### src/rtl/tube_par_responder_if.sv
// Parasite-side tube bus: address, strobes and data between the initiator and the responder.
interface tube_par_responder_if;
  logic [2:0] p_addr;
  logic       p_cs_b;
  logic       p_rd_b;
  logic       p_wr_b;
  logic [7:0] p_dat_i;
  logic [7:0] p_dat_o;
  logic       p_dat_oe;
  logic       p_irq_b;
  logic       p_nmi_b;

  modport master (
    output p_addr, p_cs_b, p_rd_b, p_wr_b, p_dat_i,
    input  p_dat_o, p_dat_oe, p_irq_b, p_nmi_b
  );

  modport slave (
    input  p_addr, p_cs_b, p_rd_b, p_wr_b, p_dat_i,
    output p_dat_o, p_dat_oe, p_irq_b, p_nmi_b
  );
endinterface

### src/rtl/tube_par_responder.sv
// Four-channel tube responder: edge-detected strobes push/pop per-channel FIFOs,
// status registers report FIFO state, and two channels drive the interrupt lines.
module tube_par_responder #(
  parameter int DEPTH  = 4,
  parameter int IRQ_CH = 0,
  parameter int NMI_CH = 2
) (
  input  logic               clk,
  input  logic               reset,
  tube_par_responder_if.slave bus
);
  localparam int         AW      = $clog2(DEPTH);
  localparam int         PW      = AW + 1;
  localparam logic [1:0] IRQ_SEL = 2'(IRQ_CH);
  localparam logic [1:0] NMI_SEL = 2'(NMI_CH);

  logic                rd_act, wr_act, rd_start, wr_start, rd_end;
  logic                rd_q, rd_d, wr_q, wr_d, hold_q, hold_d;
  logic [2:0]          addr_q, addr_d;
  logic [3:0][PW-1:0]  wptr_q, wptr_d, rptr_q, rptr_d;
  logic [3:0]          ovf_q, ovf_d, not_empty, full;
  logic                irq_en_q, irq_en_d, irq_b_q, irq_b_d, nmi_b_q, nmi_b_d;
  logic [3:0][7:0]     last_q, last_d;
  logic [7:0]          mem_q [4][DEPTH];
  logic [1:0]          pop_ch, push_ch, rd_ch;
  logic                do_pop, do_push, wr_data;
  logic [7:0]          dat_o;

  // A simultaneous read and write strobe is resolved as a read.
  assign rd_act   = ~bus.p_cs_b & ~bus.p_rd_b;
  assign wr_act   = ~bus.p_cs_b & ~bus.p_wr_b & ~rd_act;
  assign rd_start = rd_act & ~rd_q & ~hold_q;
  assign wr_start = wr_act & ~wr_q & ~hold_q;
  assign rd_end   = ~rd_act & rd_q;

  // Per-channel FIFO occupancy flags
  always_comb begin
    for (int c = 0; c < 4; c++) begin
      not_empty[c] = (wptr_q[c] != rptr_q[c]);
      full[c]      = (wptr_q[c][AW-1:0] == rptr_q[c][AW-1:0]) && (wptr_q[c][AW] != rptr_q[c][AW]);
    end
  end

  // Next-state: access tracking, FIFO pointers, overflow, irq enable, interrupt lines
  always_comb begin
    // hold_q masks a strobe still held from before reset until the bus goes idle
    rd_d    = rd_act & ~hold_q;
    wr_d    = wr_act & ~hold_q;
    hold_d  = hold_q & (rd_act | wr_act);
    pop_ch  = addr_q[2:1];
    push_ch = bus.p_addr[2:1];
    do_pop  = rd_end & addr_q[0] & not_empty[pop_ch];
    wr_data = wr_start & bus.p_addr[0];
    // A pop on the same channel in this cycle frees the slot a full FIFO needs
    do_push = wr_data & (~full[push_ch] | (do_pop & (pop_ch == push_ch)));

    wptr_d   = wptr_q;
    rptr_d   = rptr_q;
    last_d   = last_q;
    ovf_d    = ovf_q;
    irq_en_d = irq_en_q;

    if (rd_start || wr_start) addr_d = bus.p_addr;
    else                      addr_d = addr_q;

    if (do_pop) begin
      rptr_d[pop_ch] = rptr_q[pop_ch] + PW'(1);
      last_d[pop_ch] = mem_q[pop_ch][rptr_q[pop_ch][AW-1:0]];
    end else begin
      rptr_d[pop_ch] = rptr_q[pop_ch];
    end

    if (do_push) wptr_d[push_ch] = wptr_q[push_ch] + PW'(1);
    else         wptr_d[push_ch] = wptr_q[push_ch];

    // Clear first so that a coinciding overflow on the same channel wins
    if (rd_end && !addr_q[0]) ovf_d[pop_ch] = 1'b0;
    else                      ovf_d[pop_ch] = ovf_q[pop_ch];
    if (wr_data && !do_push)  ovf_d[push_ch] = 1'b1;
    else                      ovf_d[push_ch] = ovf_d[push_ch];

    if (wr_start && !bus.p_addr[0] && (push_ch == IRQ_SEL)) irq_en_d = bus.p_dat_i[0];
    else                                                     irq_en_d = irq_en_q;

    irq_b_d = ~(irq_en_q & not_empty[IRQ_SEL]);
    nmi_b_d = ~not_empty[NMI_SEL];
  end

  // State registers
  always_ff @(posedge clk) begin
    if (reset) begin
      rd_q     <= 1'b0;
      wr_q     <= 1'b0;
      hold_q   <= 1'b1;
      addr_q   <= 3'b000;
      wptr_q   <= '0;
      rptr_q   <= '0;
      ovf_q    <= 4'b0000;
      irq_en_q <= 1'b0;
      last_q   <= '0;
      irq_b_q  <= 1'b1;
      nmi_b_q  <= 1'b1;
    end else begin
      rd_q     <= rd_d;
      wr_q     <= wr_d;
      hold_q   <= hold_d;
      addr_q   <= addr_d;
      wptr_q   <= wptr_d;
      rptr_q   <= rptr_d;
      ovf_q    <= ovf_d;
      irq_en_q <= irq_en_d;
      last_q   <= last_d;
      irq_b_q  <= irq_b_d;
      nmi_b_q  <= nmi_b_d;
    end
  end

  // FIFO storage write port
  always_ff @(posedge clk) begin
    if (do_push && !reset) begin
      mem_q[push_ch][wptr_q[push_ch][AW-1:0]] <= bus.p_dat_i;
    end
  end

  // Read data mux: FIFO head (or last popped when empty) for data, flags for status
  always_comb begin
    rd_ch = bus.p_addr[2:1];
    if (reset || !rd_act) begin
      dat_o = 8'h00;
    end else if (bus.p_addr[0]) begin
      if (not_empty[rd_ch]) dat_o = mem_q[rd_ch][rptr_q[rd_ch][AW-1:0]];
      else                  dat_o = last_q[rd_ch];
    end else begin
      dat_o = {not_empty[rd_ch], ~full[rd_ch], ovf_q[rd_ch], 4'b0000,
               (rd_ch == IRQ_SEL) ? irq_en_q : 1'b0};
    end
  end

  assign bus.p_dat_o  = dat_o;
  assign bus.p_dat_oe = rd_act & ~reset;
  assign bus.p_irq_b  = irq_b_q;
  assign bus.p_nmi_b  = nmi_b_q;
endmodule
### src/flat_wrapper.sv
// flat-port wrapper written by rule: the top's interface ports become plain ports
module tube_par_responder_flat 
#(
  parameter int DEPTH  = 4,
  parameter int IRQ_CH = 0,
  parameter int NMI_CH = 2
)
  (clk, reset, bus_p_addr, bus_p_cs_b, bus_p_rd_b, bus_p_wr_b, bus_p_dat_i, bus_p_dat_o, bus_p_dat_oe, bus_p_irq_b, bus_p_nmi_b);
  tube_par_responder_if bus_i ();
  input  logic clk;
  input  logic reset;
  input wire logic [$bits(bus_i.p_addr)-1:0] bus_p_addr;
  input wire logic [$bits(bus_i.p_cs_b)-1:0] bus_p_cs_b;
  input wire logic [$bits(bus_i.p_rd_b)-1:0] bus_p_rd_b;
  input wire logic [$bits(bus_i.p_wr_b)-1:0] bus_p_wr_b;
  input wire logic [$bits(bus_i.p_dat_i)-1:0] bus_p_dat_i;
  output wire logic [$bits(bus_i.p_dat_o)-1:0] bus_p_dat_o;
  output wire logic [$bits(bus_i.p_dat_oe)-1:0] bus_p_dat_oe;
  output wire logic [$bits(bus_i.p_irq_b)-1:0] bus_p_irq_b;
  output wire logic [$bits(bus_i.p_nmi_b)-1:0] bus_p_nmi_b;
  assign bus_i.p_addr = bus_p_addr;
  assign bus_i.p_cs_b = bus_p_cs_b;
  assign bus_i.p_rd_b = bus_p_rd_b;
  assign bus_i.p_wr_b = bus_p_wr_b;
  assign bus_i.p_dat_i = bus_p_dat_i;
  assign bus_p_dat_o = bus_i.p_dat_o;
  assign bus_p_dat_oe = bus_i.p_dat_oe;
  assign bus_p_irq_b = bus_i.p_irq_b;
  assign bus_p_nmi_b = bus_i.p_nmi_b;
  tube_par_responder #(.DEPTH(DEPTH), .IRQ_CH(IRQ_CH), .NMI_CH(NMI_CH)) u_core (.clk(clk), .reset(reset), .bus(bus_i));
endmodule
### config.mk
export PLATFORM = sky130hd
export DESIGN_NAME = tube_par_responder_flat
export DESIGN_NICKNAME = d
export VERILOG_FILES = /design/src/rtl/tube_par_responder_if.sv /design/src/rtl/tube_par_responder.sv /design/src/flat_wrapper.sv
export SDC_FILE = /design/constraint.sdc
export NUM_CORES = 1
export LEC_CHECK = 0
export ABC_AREA = 1
export CAP_MARGIN = 20
export CORE_UTILIZATION = 55
export DETAILED_ROUTE_END_ITERATION = 12
export GPL_TIMING_DRIVEN = 0
export HOLD_SLACK_MARGIN = 0.08
export PLACE_DENSITY = 0.72
export SYNTH_ARGS = -nofsm -noshare
export SYNTH_HDL_FRONTEND = slang
export SYNTH_SLANG_ARGS = --single-unit
### constraint.sdc
create_clock -name clk -period 3.3 [get_ports clk]
set_input_delay 0.495 -clock clk [delete_from_list [all_inputs] [get_ports clk]]
set_output_delay 0.495 -clock clk [all_outputs]
set_load 0.01 [all_outputs]
==> metrics.yaml, run 1 <==
sta:
  fin_ws_ns: -0.00475
  period_needed_ns: 3.30
  max_slew_margin_pct: 37.5
  rsz0062_at_grt: "yes"
  worst_slew_pin_slew_ns: 0.933
  max_freq_mhz: 303
  drv_slew: 0
  hold_viol_final: 0
  whs_ns: 0.438
  setup_viol_count_final: 3
  finalClockSkew_ns: 0.0128
  tns_ns: -0.0104
  timing.final.crit_share_pct: 100
clock_network:
  numCtsBuffers: 17
  htreeDepth: 4
  path_clk_slew_ns: 0.07
  cts_tree: "built"
  cts-root-buf: "clkbuf_16"
  cts_buffer_depth: 2
  clkLatencyLatePin_ns: 0.45
  clock-sinks: 199
  postCtsHoldBufs: 0
global_routing:
  grt_max_degree: 20
  grt_pass1_vias: 8294
  grt.total_usage_pct: 35.4
  grt_antenna_before_repair: 0
  grt_pass1_wl_mm: 46.8
  grt_overflow_total: 0
floorplanning:
  die_area_sq_um: 18100
  ios: 27
  die_height_um: 135
  die_w_um: 135
  row_count: 48
  initial_core_util_pct: 56.0
  core-area_sq_um: 17200
run:
  drv_cap: 0
finish:
  nNetsFinal: 1237
  antenna_cells: 0
  finalNonFillerCells: 1454
  area_growth_pct: 13.9
  final_common_cell: "nor2_1"
  final_cell_mix: "nor2_1, nand2_1, o21ai_0, edfxtp_1, o22ai_1"
  final_area_sq_um: 11000
  post-route-util_pct: 63.8
  drive_above_1_share_pct: 9.03
critical_path:
  worst_setup_path_end_kind: "output port"
  critPathMaxStageDelay_ns: 0.55
  cp.depth: 11
  startpoint: "bus_p_addr[1]"
  cp-start-kind: "primary input"
  r2r_end: "u_core.mem_q[0][13]$_DFFE_PP_"
  critPathTopFamily: "buffers and inverters"
  path_buf_inv: 4
  rrSetupSlack_ns: 0.14
  slowest_stage: "clkdlybuf4s50_1"
  required_ns: 2.80
  arrival_ns: 2.81
  crit_path_end: "bus_p_dat_o[3]"
  rr_startpoint: "u_core.rptr_q[1]$_SDFFE_PP0P_"
  cp_cell_sequence: "clkdlybuf4s15_2 > nand2_1 > buf_4 > buf_4 > o22ai_1 > o21ai_1 > o21ai_0 > nand2_1 > nand2_1 > a21oi_1 > clkdlybuf4s50_1"
  reg2regPathDepth: 12
  critPathKind: "in -> out"
  path_common_cell: "nand2_1"
  cp_max_fo: 10
yosys:
  netlist_area_sq_um: 9660
  synthAdderAreaFrac_pct: 0.648
  syn_inst: 1169
  ys_ff_latch: 199
  ys_types: 31
  synthMuxAreaShare_pct: 0
  yosysTopAreaCellShare_pct: 39.8
  seq_area_frac_synth_pct: 54.5
  yosys.area.top_type: "edfxtp_1"
  synth-compound-area-share_pct: 16.4
  synth_top_family_by_area: "simple AND/OR/NAND/NOR gates"
  synthTopCellsByArea: "edfxtp_1, dfxtp_1, nor2_1"
  synthSimpleGateAreaFrac_pct: 22.2
  syn_avg_cell_area_sq_um: 8.26
  ys_warn_count: 0
  synth_xor_area_share_pct: 0.181
  synth_nets: 1190
detailed_routing:
  vias: 9051
  wl_per_cell_um: 21.4
  routed_wl_mm: 31.1
  drt_pass1_iterations: 6
  vias_per_cell: 6.22
  drt_iter0_markers: 1549
  drc: 0
  ant_nets: 0
hold_path:
  whs_path_depth: 1
  worstHoldPathType: "reg -> reg"
placed_design:
  portBuffers: 26
  placed_cell_area_sq_um: 10200
  hpwl_mm: 21.2
  place_inst: 1420
  gp_congestion: 0.954
pwr:
  powerDensity_nw_per_um2: 507
  vdd.ir_drop.worst_mv: 0.382
  p_leak_nw: 4.19
outcome:
  violations: "negative setup slack"
  outcome: "finished with violations"
==> through the flow <==
stage	setup WS (ns)	total power, W
finish	-0.00475	0.00558
global route	-0.142	0.00572
CTS	0.00356	0.00551
detailed placement	-1.06	0.00348
global placement	-0.980	0.00347
floorplan	0.670	0.00317
==> flip-flops by register name, indices dropped and copies added, names as in the netlist, named ones only <==
register / flops
u_core.rptr_q: 12
u_core.irq_en_q: 1
u_core.wptr_q: 12
u_core.bus.p_irq_b: 1
u_core.hold_q: 1
u_core.last_q: 32
u_core.ovf_q: 4
u_core.bus.p_nmi_b: 1
u_core.wr_q: 1
u_core.addr_q: 3
u_core.mem_q: 128
u_core.rd_q: 1
==> final cells by class <==
| type | count | area, sq um |
|---|---|---|
| fillers | 1413 | 6230 |
| flip-flops and latches | 199 | 5270 |
| multi-input cells | 820 | 3890 |
| clock buffers | 20 | 468 |
| plain buffers | 58 | 360 |
| inverters | 92 | 345 |
| repair buffers | 28 | 283 |
| well taps | 225 | 282 |
| clock inverters | 12 | 110 |
==> cell usage after synthesis (all sizes together) <==
library cell  number
nor2             267
nand2            182
o21ai            134
edfxtp           128
inv               92
o22ai             92
nand3             75
dfxtp             71
a21oi             37
clkbuf            35
buf               23
o211ai            16
ha                 5
nor3               3
nand4              2
nor4               2
a22oi              1
a31oi              1
nor3b              1
xnor2              1
xor2               1
==> repair_timing <==
action	CTS	global route
hold endpoints to repair	0	0
pin swaps	2	1
endpoints found under the setup margin	144	76
gates resized for setup	60	27
setup buffers	2	0
==> how the worst min path moves through the flow <==
| stage | to | from |
|---|---|---|
| 2_1_floorplan | u_core.bus.p_irq_b$_SDFF_PP1_ | u_core.irq_en_q$_SDFFE_PP0P_ |
| 3_3_place_gp | u_core.bus.p_irq_b$_SDFF_PP1_ | u_core.irq_en_q$_SDFFE_PP0P_ |
| 3_5_place_dp | u_core.bus.p_irq_b$_SDFF_PP1_ | u_core.irq_en_q$_SDFFE_PP0P_ |
| 4_1_cts | u_core.bus.p_irq_b$_SDFF_PP1_ | u_core.irq_en_q$_SDFFE_PP0P_ |
| 5_1_grt | u_core.bus.p_irq_b$_SDFF_PP1_ | u_core.irq_en_q$_SDFFE_PP0P_ |
| 6_report | u_core.bus.p_irq_b$_SDFF_PP1_ | u_core.irq_en_q$_SDFFE_PP0P_ |
==> cells by family (layout without fill, tap and decap cells) <==
| logic type | Yosys count | in the layout |
|---|---|---|
| adder cells (fa/ha/maj) | 5 | 5 |
| flip-flops | 199 | 199 |
| buffers and inverters | 150 | 210 |
| AO/OA/AOI/OAI | 281 | 281 |
| AND/OR/NAND/NOR | 532 | 532 |
| XOR/XNOR | 2 | 2 |
==> power breakdown <==
part | switching (W) | internal (W)
clock network | 0.00101 | 0.00106
logic | 0.000597 | 0.000230
registers | 0.0000186 | 0.00266
total | 0.00162 | 0.00395
==> routing by layer <==
layer | up-vias | GRT usage, % | wire, um | part of all wire (%)
li1 | 4109 | - | - | -
met1 | 4227 | 49.4 | 12600 | 40
met2 | 613 | 54.1 | 13900 | 45
met3 | 102 | 7.24 | 3640 | 12
met4 | 0 | 14.1 | 991 | 3.2
met5 | - | 0 | 0 | 0
Note: power is estimated with default switching activity, not from simulation.
==> run 2: changes to the inputs <==
Settings changed: CORE_MARGIN from default to 2, CORE_UTILIZATION 55 to 62, PLACE_DENSITY 0.72 to 0.8.
==> run 2 against run 1 <==
  * Clock power down 3%
  * Via count grew 1.3%
  * The flow now finishes without violations
  * Maximum frequency rose by 0.28%
  * Worst setup slack improved by 0.0092 ns
  * Global-route usage increased by 2.1 points
==> metrics.yaml, run 2 (synthesis gave the netlist of run 1 again) <==
sta:
  hold_viol_final: 0  # unchanged
  drv_slew: 0  # unchanged
  setup_viol_count_final: 0  # was 3
  tns_ns: 0  # was -0.0104 ns
  rsz0062_at_grt: "yes"  # unchanged
  max_freq_mhz: 303  # about the same
  worst_slew_pin_slew_ns: 0.917  # was 0.933 ns
  timing.final.crit_share_pct: 99.9  # was 100%
  finalClockSkew_ns: 0.0104  # was 0.0128 ns
  period_needed_ns: 3.30  # about the same
  max_slew_margin_pct: 38.7  # was 37.5%
clock_network:
  numCtsBuffers: 17  # unchanged
  path_clk_slew_ns: 0.07  # about the same
  htreeDepth: 4  # unchanged
  clkLatencyLatePin_ns: 0.44  # was 0.45 ns
  clock-sinks: 199  # unchanged
  cts_tree: "built"  # unchanged
  cts-root-buf: "clkbuf_16"  # unchanged
  cts_buffer_depth: 2  # unchanged
critical_path:
  path_buf_inv: 4  # unchanged
  cp_cell_sequence: "clkdlybuf4s15_2 > nand2_2 > buf_4 > clkbuf_4 > o22ai_1 > nor2_1 > o21ai_0 > nand2_1 > nand2_1 > a21oi_1 > clkdlybuf4s50_1"  # was clkdlybuf4s15_2 > nand2_1 > buf_4 > buf_4 > o22ai_1 > o21ai_1 > o21ai_0 > nand2_1 > nand2_1 > a21oi_1 > clkdlybuf4s50_1
  cp-start-kind: "primary input"  # unchanged
  critPathKind: "in -> out"  # unchanged
  critPathTopFamily: "buffers and inverters"  # unchanged
  path_common_cell: "nand2_1"  # unchanged
  worst_setup_path_end_kind: "output port"  # unchanged
  slowest_stage: "clkdlybuf4s50_1"  # unchanged
  critPathMaxStageDelay_ns: 0.57  # was 0.55 ns
  cp_max_fo: 10  # unchanged
  required_ns: 2.80  # about the same
  arrival_ns: 2.80  # was 2.81 ns
pwr:
  vdd.ir_drop.worst_mv: 0.532  # was 0.382 mV
  p_sw_share_pct: 29.2  # was 29.1%
  power_frac_seq_pct: 48.7  # was 48.1%
  p_leak_nw: 4.19  # about the same
  p_int_w: 0.00389  # was 0.00395 W
  switchingPower_w: 0.00161  # was 0.00162 W
  power_frac_clock_pct: 36.6  # was 37.1%
  powerDensity_nw_per_um2: 504  # was 507 nW/um^2
  combPwrFrac_pct: 14.7  # was 14.8%
floorplanning:
  die_w_um: 129  # was 135 um
  row_count: 45  # was 48
  initial_core_util_pct: 63.5  # was 56.0%
  core-area_sq_um: 15200  # was 17200 sq um
  die_area_sq_um: 16600  # was 18100 sq um
  ios: 27  # unchanged
  die_height_um: 129  # was 135 um
placed_design:
  portBuffers: 26  # unchanged
  hpwl_mm: 21.2  # about the same
  gp_congestion: 1.04  # was 0.954
  place_inst: 1383  # was 1420
detailed_routing:
  drt_iter0_markers: 1822  # was 1549
  vias: 9165  # was 9051
  top_layer: "met5"  # was met4
  wl_per_cell_um: 21.7  # was 21.4 um
  wl_met1_mm: 11.7  # was 12.6 mm
  ant_nets: 0  # unchanged
  wl_met2_mm: 13.1  # was 13.9 mm
  drc: 0  # unchanged
  drt_pass1_iterations: 7  # was 6
  dr_wl_met3_mm: 4.73  # was 3.64 mm
  vias_per_cell: 6.46  # was 6.22
  routed_wl_mm: 30.8  # was 31.1 mm
global_routing:
  grt.total_usage_pct: 37.4  # was 35.4%
  grt_antenna_before_repair: 1  # was 0
  grt_pass1_wl_mm: 45.8  # was 46.8 mm
  grt_max_degree: 20  # unchanged
  grt_pass1_vias: 8080  # was 8294
  grt_overflow_total: 0  # unchanged
finish:
  post-route-util_pct: 71.8  # was 63.8%
  finalNonFillerCells: 1418  # was 1454
  largest_reg_flops: 128  # unchanged
  drive_above_1_share_pct: 8.78  # was 9.03%
  multiInputGateArea_sq_um: 3870  # was 3890 sq um
  n_fill_cell: 1172  # was 1413
  area_growth_pct: 13.1  # was 13.9%
  final_cell_mix: "nor2_1, nand2_1, o21ai_0, edfxtp_1, o22ai_1"  # unchanged
  nNetsFinal: 1238  # was 1237
  antenna_cells: 0  # unchanged
  final_common_cell: "nor2_1"  # unchanged
  regArea_sq_um: 5270  # about the same
run:
  drv_cap: 0  # unchanged
hold_path:
  worstHoldPathType: "reg -> reg"  # unchanged
outcome:
  outcome: "finished clean"  # was finished with violations
run 2: cell count changes in the layout (fill, tap and decap cells not counted), sizes merged:
cell           before  now
clkdlybuf4s50      22   19
clkdlybuf4s15       2    1
dlygate4sd2         0    3
buf                27   26
clkinvlp            0    1
inv                99  100
clkbuf             53   54
run 2: timing repair:
action,4_1_cts,5_1_grt
hold buffers,0,0
endpoints found under the hold margin,0,0
setup buffers,3,0
resized for setup,69,12
pin swaps,2,1
endpoints found under the setup margin,140,79
cloned,0,0
run 2: per-layer routing:
metal / global-route usage (%) / vias up
li1: - / 4116
met1: 54.3 / 4153
met5: 0 / -
met4: 15.8 / 2
met2: 53.0 / 778
met3: 10.4 / 116
run 2: area by class of cell:
class / instances / area share [%]
multi-input combinational: 820 / 35.4
clock buffer: 18 / 3.93
clock inverter: 14 / 1.24
timing repair buffer: 29 / 2.57
tap: 188 / 2.15
buffer: 58 / 3.29
inverter: 92 / 3.16
sequential: 199 / 48.2
run 2: metrics by stage:
stage | hold WS [ns] | worst slack [ns] | area [sq um] | total power [W]
floorplan | 0.382 | 0.670 | 9660 | 0.00317
global placement | 0.417 | -0.975 | 10200 | 0.00345
detailed placement | 0.417 | -1.02 | 10200 | 0.00346
CTS | 0.433 | 0.0121 | 10900 | 0.00544
global route | 0.436 | -0.00780 | 10900 | 0.00564
finish | 0.434 | 0.00441 | 10900 | 0.00550
run 2: worst paths after layout:
path	start	to	slack [ns]	cells past startpoint
worst max-delay path	bus_p_addr[1]	bus_p_dat_o[4]	0.004	11
worst min-delay path	u_core.irq_en_q$_SDFFE_PP0P_	u_core.bus.p_irq_b$_SDFF_PP1_	0.43	1
worst max register to register	u_core.addr_q[1]$_SDFFE_PP0P_	u_core.mem_q[3][15]$_DFFE_PP_	0.21	10
worst min register to register	u_core.irq_en_q$_SDFFE_PP0P_	u_core.bus.p_irq_b$_SDFF_PP1_	0.43	1
run 2: power by group through the flow:
stage	clock network [W]	logic (W)	registers, W
floorplan	0	0.000443	0.00273
global placement	0	0.000717	0.00274
detailed placement	0	0.000726	0.00274
CTS	0.00200	0.000763	0.00268
global route	0.00211	0.000849	0.00268
finish	0.00201	0.000808	0.00268
==> run 3: changes to the inputs <==
Settings changed: CAP_MARGIN 20 to default.
==> results of run 3 <==
The final DEF is identical to that of run 2; final timing and power are the same.
